===== src/rtl/reg_sb_pkg.sv =====
// rtl/reg_sb_pkg.sv - shared types and helpers for the register-hazard scoreboard
package reg_sb_pkg;

  // Entry address field is sized for the widest supported register file.
  localparam int unsigned ADDR_W_MAX = 8;
  localparam int unsigned REG_ZERO   = 0;

  typedef struct packed {
    logic                  valid;
    logic                  is_load;
    logic [ADDR_W_MAX-1:0] addr;
  } sb_entry_t;

  function automatic int sel_w(input int depth);
    return $clog2(depth + 1);
  endfunction

endpackage


===== src/rtl/reg_scoreboard_if.sv =====
// rtl/reg_scoreboard_if.sv - ID-stage decode inputs and hazard outputs of the scoreboard
interface reg_scoreboard_if
  import reg_sb_pkg::*;
#(
  parameter int ADDR_W     = 5,
  parameter int READ_PORTS = 2,
  parameter int DEPTH      = 3,
  parameter int CNT_W      = 16,
  parameter int SEL_W      = sel_w(DEPTH)
);

  logic                         id_valid;
  logic [READ_PORTS-1:0]        id_read_en;
  logic [READ_PORTS*ADDR_W-1:0] id_read_addr;
  logic                         id_write_en;
  logic [ADDR_W-1:0]            id_write_addr;
  logic                         id_is_load;
  logic                         flush;
  logic                         pipe_hold;
  logic                         id_stall;
  logic [READ_PORTS*SEL_W-1:0]  fwd_sel;
  logic [CNT_W-1:0]             stall_cnt;

  modport master (
    output id_valid, id_read_en, id_read_addr, id_write_en, id_write_addr,
           id_is_load, flush, pipe_hold,
    input  id_stall, fwd_sel, stall_cnt
  );

  modport slave (
    input  id_valid, id_read_en, id_read_addr, id_write_en, id_write_addr,
           id_is_load, flush, pipe_hold,
    output id_stall, fwd_sel, stall_cnt
  );

endinterface


===== src/rtl/reg_sb_match.sv =====
// rtl/reg_sb_match.sv - per-read-port priority match against in-flight destinations
module reg_sb_match
  import reg_sb_pkg::*;
#(
  parameter int ADDR_W     = 5,
  parameter int DEPTH      = 3,
  parameter int LOAD_READY = 2,
  parameter int SEL_W      = sel_w(DEPTH)
) (
  input  sb_entry_t [DEPTH-1:0] entries,
  input  logic                  read_en,
  input  logic [ADDR_W-1:0]     read_addr,
  output logic [SEL_W-1:0]      sel,
  output logic                  hazard
);

  logic found;
  logic active;

  assign active = read_en && (read_addr != ADDR_W'(REG_ZERO));

  // entries[0] is stage 1; the first hit is the youngest producer and masks older ones.
  always_comb begin
    sel    = '0;
    hazard = 1'b0;
    found  = 1'b0;
    for (int k = 0; k < DEPTH; k++) begin
      if (!found && active && entries[k].valid &&
          entries[k].addr == ADDR_W_MAX'(read_addr)) begin
        found  = 1'b1;
        sel    = SEL_W'(k + 1);
        hazard = entries[k].is_load && ((k + 1) < LOAD_READY);
      end
    end
  end

endmodule


===== src/rtl/reg_scoreboard.sv =====
// rtl/reg_scoreboard.sv - ID-stage load-use stall and forwarding-select generator
module reg_scoreboard
  import reg_sb_pkg::*;
#(
  parameter int ADDR_W     = 5,
  parameter int READ_PORTS = 2,
  parameter int DEPTH      = 3,
  parameter int LOAD_READY = 2,
  parameter int CNT_W      = 16,
  parameter int SEL_W      = sel_w(DEPTH)
) (
  input logic             clk,
  input logic             rst_n,
  reg_scoreboard_if.slave sb
);

  sb_entry_t [DEPTH-1:0]       entries_q;
  sb_entry_t                   issue;
  logic [READ_PORTS-1:0]       port_hazard;
  logic [READ_PORTS*SEL_W-1:0] fwd_sel;
  logic                        hazard;
  logic                        stall;
  logic [CNT_W-1:0]            cnt_q;

  for (genvar p = 0; p < READ_PORTS; p++) begin : g_port
    reg_sb_match #(
      .ADDR_W     (ADDR_W),
      .DEPTH      (DEPTH),
      .LOAD_READY (LOAD_READY),
      .SEL_W      (SEL_W)
    ) u_match (
      .entries   (entries_q),
      .read_en   (sb.id_read_en[p]),
      .read_addr (sb.id_read_addr[p*ADDR_W +: ADDR_W]),
      .sel       (fwd_sel[p*SEL_W +: SEL_W]),
      .hazard    (port_hazard[p])
    );
  end

  assign hazard = |port_hazard;
  assign stall  = sb.id_valid && hazard && !sb.flush;

  // Stalled or flushed instructions enter the pipe as bubbles; r0 writes are never tracked.
  always_comb begin
    issue = '0;
    if (sb.id_valid && !stall && !sb.flush && sb.id_write_en &&
        sb.id_write_addr != ADDR_W'(REG_ZERO)) begin
      issue.valid   = 1'b1;
      issue.is_load = sb.id_is_load;
      issue.addr    = ADDR_W_MAX'(sb.id_write_addr);
    end
  end

  always_ff @(posedge clk or negedge rst_n) begin
    if (!rst_n) begin
      entries_q <= '0;
    end else if (!sb.pipe_hold) begin
      entries_q[0] <= issue;
      for (int k = 1; k < DEPTH; k++) begin
        entries_q[k] <= entries_q[k-1];
      end
    end
  end

  // Counts real stall cycles even while downstream is holding.
  always_ff @(posedge clk or negedge rst_n) begin
    if (!rst_n) begin
      cnt_q <= '0;
    end else if (stall && cnt_q != {CNT_W{1'b1}}) begin
      cnt_q <= cnt_q + CNT_W'(1);
    end
  end

  assign sb.id_stall  = stall;
  assign sb.fwd_sel   = fwd_sel;
  assign sb.stall_cnt = cnt_q;

endmodule


===== src/flat_wrapper.sv =====
// flat-port wrapper written by rule: the top's interface ports become plain ports
module reg_scoreboard_flat import reg_sb_pkg::*;
#(
  parameter int ADDR_W     = 5,
  parameter int READ_PORTS = 2,
  parameter int DEPTH      = 3,
  parameter int LOAD_READY = 2,
  parameter int CNT_W      = 16,
  parameter int SEL_W      = sel_w(DEPTH)
)
  (clk, rst_n, sb_id_valid, sb_id_read_en, sb_id_read_addr, sb_id_write_en, sb_id_write_addr, sb_id_is_load, sb_flush, sb_pipe_hold, sb_id_stall, sb_fwd_sel, sb_stall_cnt);
  reg_scoreboard_if #(.ADDR_W(ADDR_W), .READ_PORTS(READ_PORTS), .DEPTH(DEPTH), .CNT_W(CNT_W), .SEL_W(SEL_W)) sb_i ();
  input logic clk;
  input logic rst_n;
  input wire logic [$bits(sb_i.id_valid)-1:0] sb_id_valid;
  input wire logic [$bits(sb_i.id_read_en)-1:0] sb_id_read_en;
  input wire logic [$bits(sb_i.id_read_addr)-1:0] sb_id_read_addr;
  input wire logic [$bits(sb_i.id_write_en)-1:0] sb_id_write_en;
  input wire logic [$bits(sb_i.id_write_addr)-1:0] sb_id_write_addr;
  input wire logic [$bits(sb_i.id_is_load)-1:0] sb_id_is_load;
  input wire logic [$bits(sb_i.flush)-1:0] sb_flush;
  input wire logic [$bits(sb_i.pipe_hold)-1:0] sb_pipe_hold;
  output wire logic [$bits(sb_i.id_stall)-1:0] sb_id_stall;
  output wire logic [$bits(sb_i.fwd_sel)-1:0] sb_fwd_sel;
  output wire logic [$bits(sb_i.stall_cnt)-1:0] sb_stall_cnt;
  assign sb_i.id_valid = sb_id_valid;
  assign sb_i.id_read_en = sb_id_read_en;
  assign sb_i.id_read_addr = sb_id_read_addr;
  assign sb_i.id_write_en = sb_id_write_en;
  assign sb_i.id_write_addr = sb_id_write_addr;
  assign sb_i.id_is_load = sb_id_is_load;
  assign sb_i.flush = sb_flush;
  assign sb_i.pipe_hold = sb_pipe_hold;
  assign sb_id_stall = sb_i.id_stall;
  assign sb_fwd_sel = sb_i.fwd_sel;
  assign sb_stall_cnt = sb_i.stall_cnt;
  reg_scoreboard #(.ADDR_W(ADDR_W), .READ_PORTS(READ_PORTS), .DEPTH(DEPTH), .LOAD_READY(LOAD_READY), .CNT_W(CNT_W), .SEL_W(SEL_W)) u_core (.clk(clk), .rst_n(rst_n), .sb(sb_i));
endmodule

===== config.mk =====
export PLATFORM = sky130hd
export DESIGN_NAME = reg_scoreboard_flat
export DESIGN_NICKNAME = d
export VERILOG_FILES = /design/src/rtl/reg_sb_pkg.sv /design/src/rtl/reg_scoreboard_if.sv /design/src/rtl/reg_sb_match.sv /design/src/rtl/reg_scoreboard.sv /design/src/flat_wrapper.sv
export SDC_FILE = /design/constraint.sdc
export NUM_CORES = 1
export LEC_CHECK = 0
export CELL_PAD_IN_SITES_DETAIL_PLACEMENT = 2
export CELL_PAD_IN_SITES_GLOBAL_PLACEMENT = 2
export CORE_ASPECT_RATIO = 0.75
export CORE_MARGIN = 1.5
export CORE_UTILIZATION = 35
export DETAILED_ROUTE_END_ITERATION = 10
export HOLD_SLACK_MARGIN = 0.12
export PLACE_DENSITY = 0.83
export SLEW_MARGIN = 20
export SYNTH_ARGS = -nofsm -noshare
export SYNTH_HDL_FRONTEND = slang
export SYNTH_HIERARCHICAL = 1
export SYNTH_SLANG_ARGS = --single-unit

===== constraint.sdc =====
create_clock -name clk -period 3.2 [get_ports clk]
set_input_delay 0.32 -clock clk [delete_from_list [all_inputs] [get_ports clk]]
set_output_delay 0.32 -clock clk [all_outputs]
set_load 0.01 [all_outputs]

==> flow_results.org, run 1 <==
** Worst setup path
- Data on the critical path arrives at its endpoint at around 2.8 ns.
- The endpoint identified for the worst register-to-register timing path is u_core/sb.stall_cnt[15]$_DFFE_PN0P_.
- Critical Path Source Type :: primary input
- Endpoint class of the critical path :: output port
- In this run the worst path has a maximum fanout of 4.
- The worst register-to-register path has a depth of 8.
- For the worst setup path, the data required time is roughly 2.9 ns.
- Reg2Reg Setup Slack :: approximately 0.52 ns
- Reg-to-reg startpoint :: u_core/entries_q[9]$_DFFE_PN0N_
- By startpoint and endpoint, the worst setup path is classified as in2out.

** Finish
- Leading cell type in the layout, fill and taps excluded :: clkdlybuf4s50_1
- Most frequent cells in the layout :: 44 x clkdlybuf4s50_1, 35 x dfrtp_1, 34 x xor2_1
- Antenna fix cells :: 0
- The finished layout holds around 330 standard cells, fillers aside.
- Share of final-layout standard cells stronger than drive strength 1 :: 0.152
- Number of fill cells :: about 560
- The final layout contains 274 nets.
- Compared with the post-synthesis result, the final layout area differs by 38.6%.

** Clocking
- Hold Buf Count CTS :: 0
- The H-tree was split into 2 levels.
- Post-CTS timing repair inserted 0 buffers for setup.
- Clock buffers created by TritonCTS :: 5
- Buffer cell driving the clock tree root :: clkbuf_8
- Clock latency on the worst-skew pair, taken at its later pin, is just under 0.3 ns.
- TritonCTS built the clock tree.
- CTS clock-pin slew for the worst setup and hold paths :: approximately 0.080 ns
- Longest Clk Path Bufs :: 2
- Clock Sinks :: 35

** Drt
- Dividing the detail-routed via count by the number of cells gives about 5.2.
- Pre-antenna DRT Iters :: 4
- The routed design has 6.72 mm of wire.
- Via count :: ~1,700
- After detailed routing, no signal wire sits above met4.
- After detailed routing, the wire length on met1 is ~3.1 mm.
- For this run, design rule violations remaining after detail routing come to 0.
- Wire segments on met3 add up to between 200 and 250 µm in the final route.
- Detailed Route Iter0 Violations :: ~60
- Summed over all nets, wire length on met2 after detailed routing comes to ~3.2 mm.
- Count of antenna-violating nets left after detailed routing :: 0
- Wire length per cell after detailed routing :: approximately 21 µm

** Die
- The die is roughly 68 µm tall.
- The initialized floorplan defines 23 standard-cell rows.
- The die covers 6110 µm².
- Horizontal extent of the die :: between 80 and 90 µm
- 45 I/O pins were placed.
- In this run the standard cell core region covers 5380 µm².
- For this configuration, the core starts out at a cell density of 0.367.

** Global route
- The number of antenna violations at the first check in global routing came to 0.
- In the global route stage, overall resource usage came out at 0.236.
- Global-route wire length before repair :: 10.8 mm
- Vias in the first global route :: approximately 2,000
- Residual overflow from global routing :: 0
- Largest net degree at the start of global routing :: 36

** Timing
- Worst slew margin relative to its limit :: 0.653
- Total of endpoints with negative setup slack in the final report :: 0
- Between clock sinks in the finished design, the worst skew comes to between 0.008 and 0.009 ns.
- Post-route minimum period :: roughly 3.1 ns
- The hold violation total from the final report came to 0.
- Peak Freq :: ~0.32 GHz
- For the pin with the worst max-slew slack, the measured transition is 0.516 ns.
- Slew Limit Fails :: 0
- Final period utilization :: 0.964

** Placed design
- Weighted congestion at the end of routability-driven global placement :: 0.773
- The wire-length estimate of the detail-placed layout is 4.71 mm.
- The number of placed instances, taps included, is roughly 320.
- Number of buffers added on ports :: 44

** Yosys
- Number of synthesis warnings :: 6
- Avg Inst Size Synth :: ~11 µm²
- Counting every instance in the synthesized netlist gives ~180.
- The mapped netlist covers approximately 2000 µm².

** Worst hold path
- The worst hold path belongs to the class in2async.

** Power
- Power, Total :: ~1 mW
- Peak supply drop :: 0.196 mV
- Power Dens Cells :: about 370 nW/µm²
- In this run the static leakage power is roughly 1.2 nW.

** Flow run
- Max-cap violations in this run came to 0.

** Outcome
- The flow ran to the end, and the final reports show no timing, DRC or antenna violations.
routing by layer:
layer | vias to the layer above | track usage
met1 | 869 | 0.309
met3 | 8 | 0.0478
met2 | 39 | 0.401
li1 | 780 | -
met5 | - | 0
met4 | 0 | 0.0734
worst max-delay path: stages:
cell and delay (ns):
clkdlybuf4s50_1 0.54, or4_1 0.53, o21ai_2 0.23, nor4_2 0.12, and2_2 0.22, o21ai_1 0.26, inv_1 0.07, clkdlybuf4s50_1 0.48
flip-flops by register name (all words and copies together), names as in the netlist:
name and flops:
u_core/entries_q 19, u_core/sb.stall_cnt 16
worst max-delay path by stage:
stage,to,start,depth (start not counted)
floorplan,u_core/sb.stall_cnt[1]$_DFFE_PN0P_,sb_id_read_addr[6],7
global placement,sb_id_stall,sb_id_read_addr[7],8
detailed placement,sb_id_stall,sb_id_read_addr[2],8
CTS,sb_id_stall,u_core/entries_q[9]$_DFFE_PN0N_,7
global route,sb_id_stall,u_core/entries_q[9]$_DFFE_PN0N_,7
finish,sb_id_stall,sb_id_read_addr[7],8
report_power, final:
| group | internal (mW) | switching [mW] |
|---|---|---|
| combinational | 0.0632 | 0.0605 |
| sequential | 0.454 | 0.0192 |
| clock | 0.232 | 0.171 |
per-stage QoR:
stage | instance area, µm² | TNS [ns] | hold slack (ns) | worst slack, ns | util
6_report | 2740 | 0 | 0.457 | 0.115 | 0.509
5_1_grt | 2740 | -0.0555 | 0.493 | -0.0555 | 0.509
4_1_cts | 2730 | 0 | 0.481 | 0.0940 | 0.507
3_5_place_dp | 2610 | 0 | 0.490 | 0.123 | 0.485
3_3_place_gp | 2610 | 0 | 0.487 | 0.201 | 0.485
2_1_floorplan | 2040 | 0 | 0.0244 | 0.961 | -
final cells by class:
cell class                 instances  area (µm²)  area share
inverter                           2        7.51     0.00274
sequential                        35         876       0.320
clock inverter                     3        43.8      0.0160
tap                               75        93.8      0.0342
multi-input combinational        154        1160       0.422
timing repair buffer              51         493       0.180
clock buffer                       5        68.8      0.0251
repair_timing:
action,4_1_cts,5_1_grt
endpoints found under the setup margin,1,1
gates resized for setup,1,2
pin swaps,0,0
hold endpoints to repair,0,0
No activity file was read; power rests on OpenSTA's default activity.
==> run 2, diff against run 1 <==
CORE_UTILIZATION = 36   (was 35)
CTS_BUF_LIST = sky130_fd_sc_hd__clkbuf_4   (was not set)
PLACE_DENSITY = 0.85   (was 0.83)
SLEW_MARGIN = not set   (was 20)
==> run 2 against run 1 <==
Net effect:
- sequential share of layout area grew 0.87 points
- core utilization fell by 0.81 points
- clock-buffer cell count is the same
- die area fell by 2.7%
- flip-flop and latch count is the same
- maximum frequency up 0.41%
- global-route usage grew 0.12 points
- register-to-register slack gained 0.11 ns
- via count down 0.35%
- critical path type unchanged
- largest cell class unchanged
==> flow_results.org, run 2 (same netlist as run 1, synthesis figures left out) <==
** Finish
- Of the cells placed in the final design, the portion with a size suffix greater than 1 is 0.141.
- Leading cell type in the layout, fill and taps excluded :: clkdlybuf4s50_1
- u_core/entries_q holds more flip-flops than any other register.
- Final standard cell area without fillers :: approximately 2700 µm²
- Number of flip-flops in the largest register :: 19
- In the layout the commonest cells are 44 x clkdlybuf4s50_1, 35 x dfrtp_1, 34 x xor2_1.
- The final layout contains 274 nets.
- Compared with the post-synthesis result, the final layout area differs by 34.9%.
- The count of cells in the finished layout, fillers not included, comes to 324.
- Antenna fix cells :: 0

** Global route
- Global-route wire length before repair :: 10.2 mm
- Global routing finished with a remaining overflow of 0.
- Across every metal layer, demand over resource in global routing totals 0.237.
- Largest net degree at the start of global routing :: 36
- Vias in the first global route :: 1,893
- Antenna violations before repair :: 0

** Worst setup path
- Of all nets on the critical path, the largest fanout is 4.
- Among all stages on the critical path, the largest delay is contributed by or4_1.
- In this design, the stage delay of the slowest critical-path cell is around 0.55 ns.
- Traced cell by cell, the critical path runs through clkdlybuf4s50_1, or4_1, o21ai_2, nor4_2, and2_2, o21ai_1, inv_1, clkdlybuf4s50_1.
- The setup path with the least slack is of type in2out.
- Together, buffers and inverters on the worst path number 3.
- Cell family with most CP delay :: buffers and inverters
- In this run the worst setup path begins at sb_id_read_addr[4].
- Reg-to-reg startpoint :: u_core/entries_q[9]$_DFFE_PN0N_
- At the worst endpoint, the arrival time is ~2.8 ns.
- STA classifies the critical path startpoint as a primary input.
- Endpoint class of the critical path :: output port
- Worst path most repeated cell :: clkdlybuf4s50_1
- Crit path required time :: about 2.9 ns

** Drt
- Wire length reported by the detailed router :: about 6.4 mm
- After the first detailed-routing iteration, the DRC count stood at 35.
- Via density per instance :: 5.22
- The routed design uses about 170 µm of met3 wire.
- Routed metal-1 wirelength :: around 3 mm
- Wire length per cell after detailed routing :: 19.8 µm
- Count of antenna-violating nets left after detailed routing :: 0
- Top routing layer used :: met4
- In the routed design, unresolved DRC markers number 0.
- Via count :: ~1,700
- Met2 WL post-DR :: roughly 3.1 mm
- Pre-antenna DRT Iters :: 4

** Power
- Overall power consumption after layout is estimated at between 0.8 and 0.9 mW.
- Power Dens Cells :: 309 nW/µm²
- Peak supply drop :: between 0.15 and 0.2 mV
- In this run the static leakage power is ~1.2 nW.

** Placed design
- Inst Count DP :: 317
- Port buffering added 44 buffers.
- Once placement finished, the instance area stood at 2610 µm².
- Weighted congestion at the end of routability-driven global placement :: about 0.79
- Before CTS, the worst setup slack after placement is between 0.15 and 0.2 ns.
- Detailed placer's ending HPWL :: 4.64 mm

** Die
- In this run the vertical extent of the chip is roughly 67 µm.
- Row generation in the floorplan step produced 23 rows.
- The die covers between 5000 and 6000 µm².
- Starting density of the core :: 0.371
- The core region is about 5300 µm².
- Horizontal extent of the die :: about 90 µm
- Number of top-level pins :: 45

** Clocking
- Hold Buf Count CTS :: 0
- CTS clock-pin slew for the worst setup and hold paths :: approximately 0.12 ns
- Clock insertion delay at the later pin of the skew report :: about 0.34 ns
- Clock tree from TritonCTS :: built
- Clock buffers created by TritonCTS :: 5
- The clock tree synthesis step divided the H-tree into 2 levels.
- Number of post-CTS setup repair buffers :: 0
- Longest Clk Path Bufs :: 2
- Buffer cell driving the clock tree root :: clkbuf_4
- Clock Sinks :: 35

** Timing
- Crit path setup slack, layout :: roughly 0.13 ns
- The worst path needs approximately 3.1 ns of the cycle, external delays included.
- In the final timing run, aggregate negative setup slack is 0 ns.
- Total of endpoints with negative setup slack in the final report :: 0
- Worst setup skew after layout :: about 0.014 ns
- Setup repair after global routing left no endpoint under its margin.
- Fin. Hold Viols :: 0
- In the finished design, the share of the clock period the worst path needs comes to 0.960.
- Static timing analysis puts the maximum clock frequency at between 0.3 and 0.4 GHz.
- Slew Limit Fails :: 0

** Outcome
- Run status :: completed

** Flow run
- The tool flagged a number of max-cap violations equal to 0.

** Worst hold path
- Worst min-delay path category :: in2async
## run 2: path summary, 6_finish.rpt
kind / to / slack, ns / cells past startpoint
worst max-delay path: sb_id_stall / 0.13 / 8
worst min-delay path: u_core/sb.stall_cnt[14]$_DFFE_PN0P_ / 0.38 / 2
worst max register to register: u_core/sb.stall_cnt[6]$_DFFE_PN0P_ / 0.63 / 8
worst min register to register: u_core/sb.stall_cnt[7]$_DFFE_PN0P_ / 0.51 / 1
max in group asynchronous: u_core/sb.stall_cnt[8]$_DFFE_PN0P_ / 2.47 / 2
min in group clk: u_core/sb.stall_cnt[7]$_DFFE_PN0P_ / 0.51 / 1
## run 2: through the flow
stage	util	hold WS, ns
after floorplan	-	0.0244
after global placement	0.490	0.485
after detailed placement	0.490	0.492
after CTS	0.499	0.391
after global routing	0.501	0.411
final	0.501	0.379
## run 2: power by group
part | internal (mW) | leakage, nW | total (mW) | switching, mW
logic | 0.0630 | 0.704 | 0.121 | 0.0580
registers | 0.454 | 0.479 | 0.473 | 0.0188
clock network | 0.0780 | 0.0285 | 0.230 | 0.152
total | 0.595 | 1.21 | 0.824 | 0.229
## run 2: worst reg2reg max path: cells and delay by family (launching register included)
kind,cells,cell delay (ns)
AOI/OAI and AO/OA,1,0.13
xor gates and xnor gates,1,0.18
DFF,1,0.46
and+or+nand+nor,5,1.51
buffers and inverters,1,0.22
## run 2: timing repair
action / in CTS / in global routing
endpoints found under the setup margin: 0 / 1
gates resized for setup: 0 / 2
hold endpoints to repair: 0 / 0
## run 2: routing by layer
layer | track usage | vias to the layer above
met2 | 0.401 | 28
li1 | - | 787
met3 | 0.0416 | 4
met5 | 0 | -
met4 | 0.0703 | 0
met1 | 0.313 | 871
## run 2: layout make-up
type                       instances  area, µm²
multi-input combinational        154       1150
timing repair buffer              51        493
sequential                        35        876
clock inverter                     2       8.76
inverter                           2       7.51
fill                             555       2660
tap                               75       93.8
clock buffer                       5       37.5
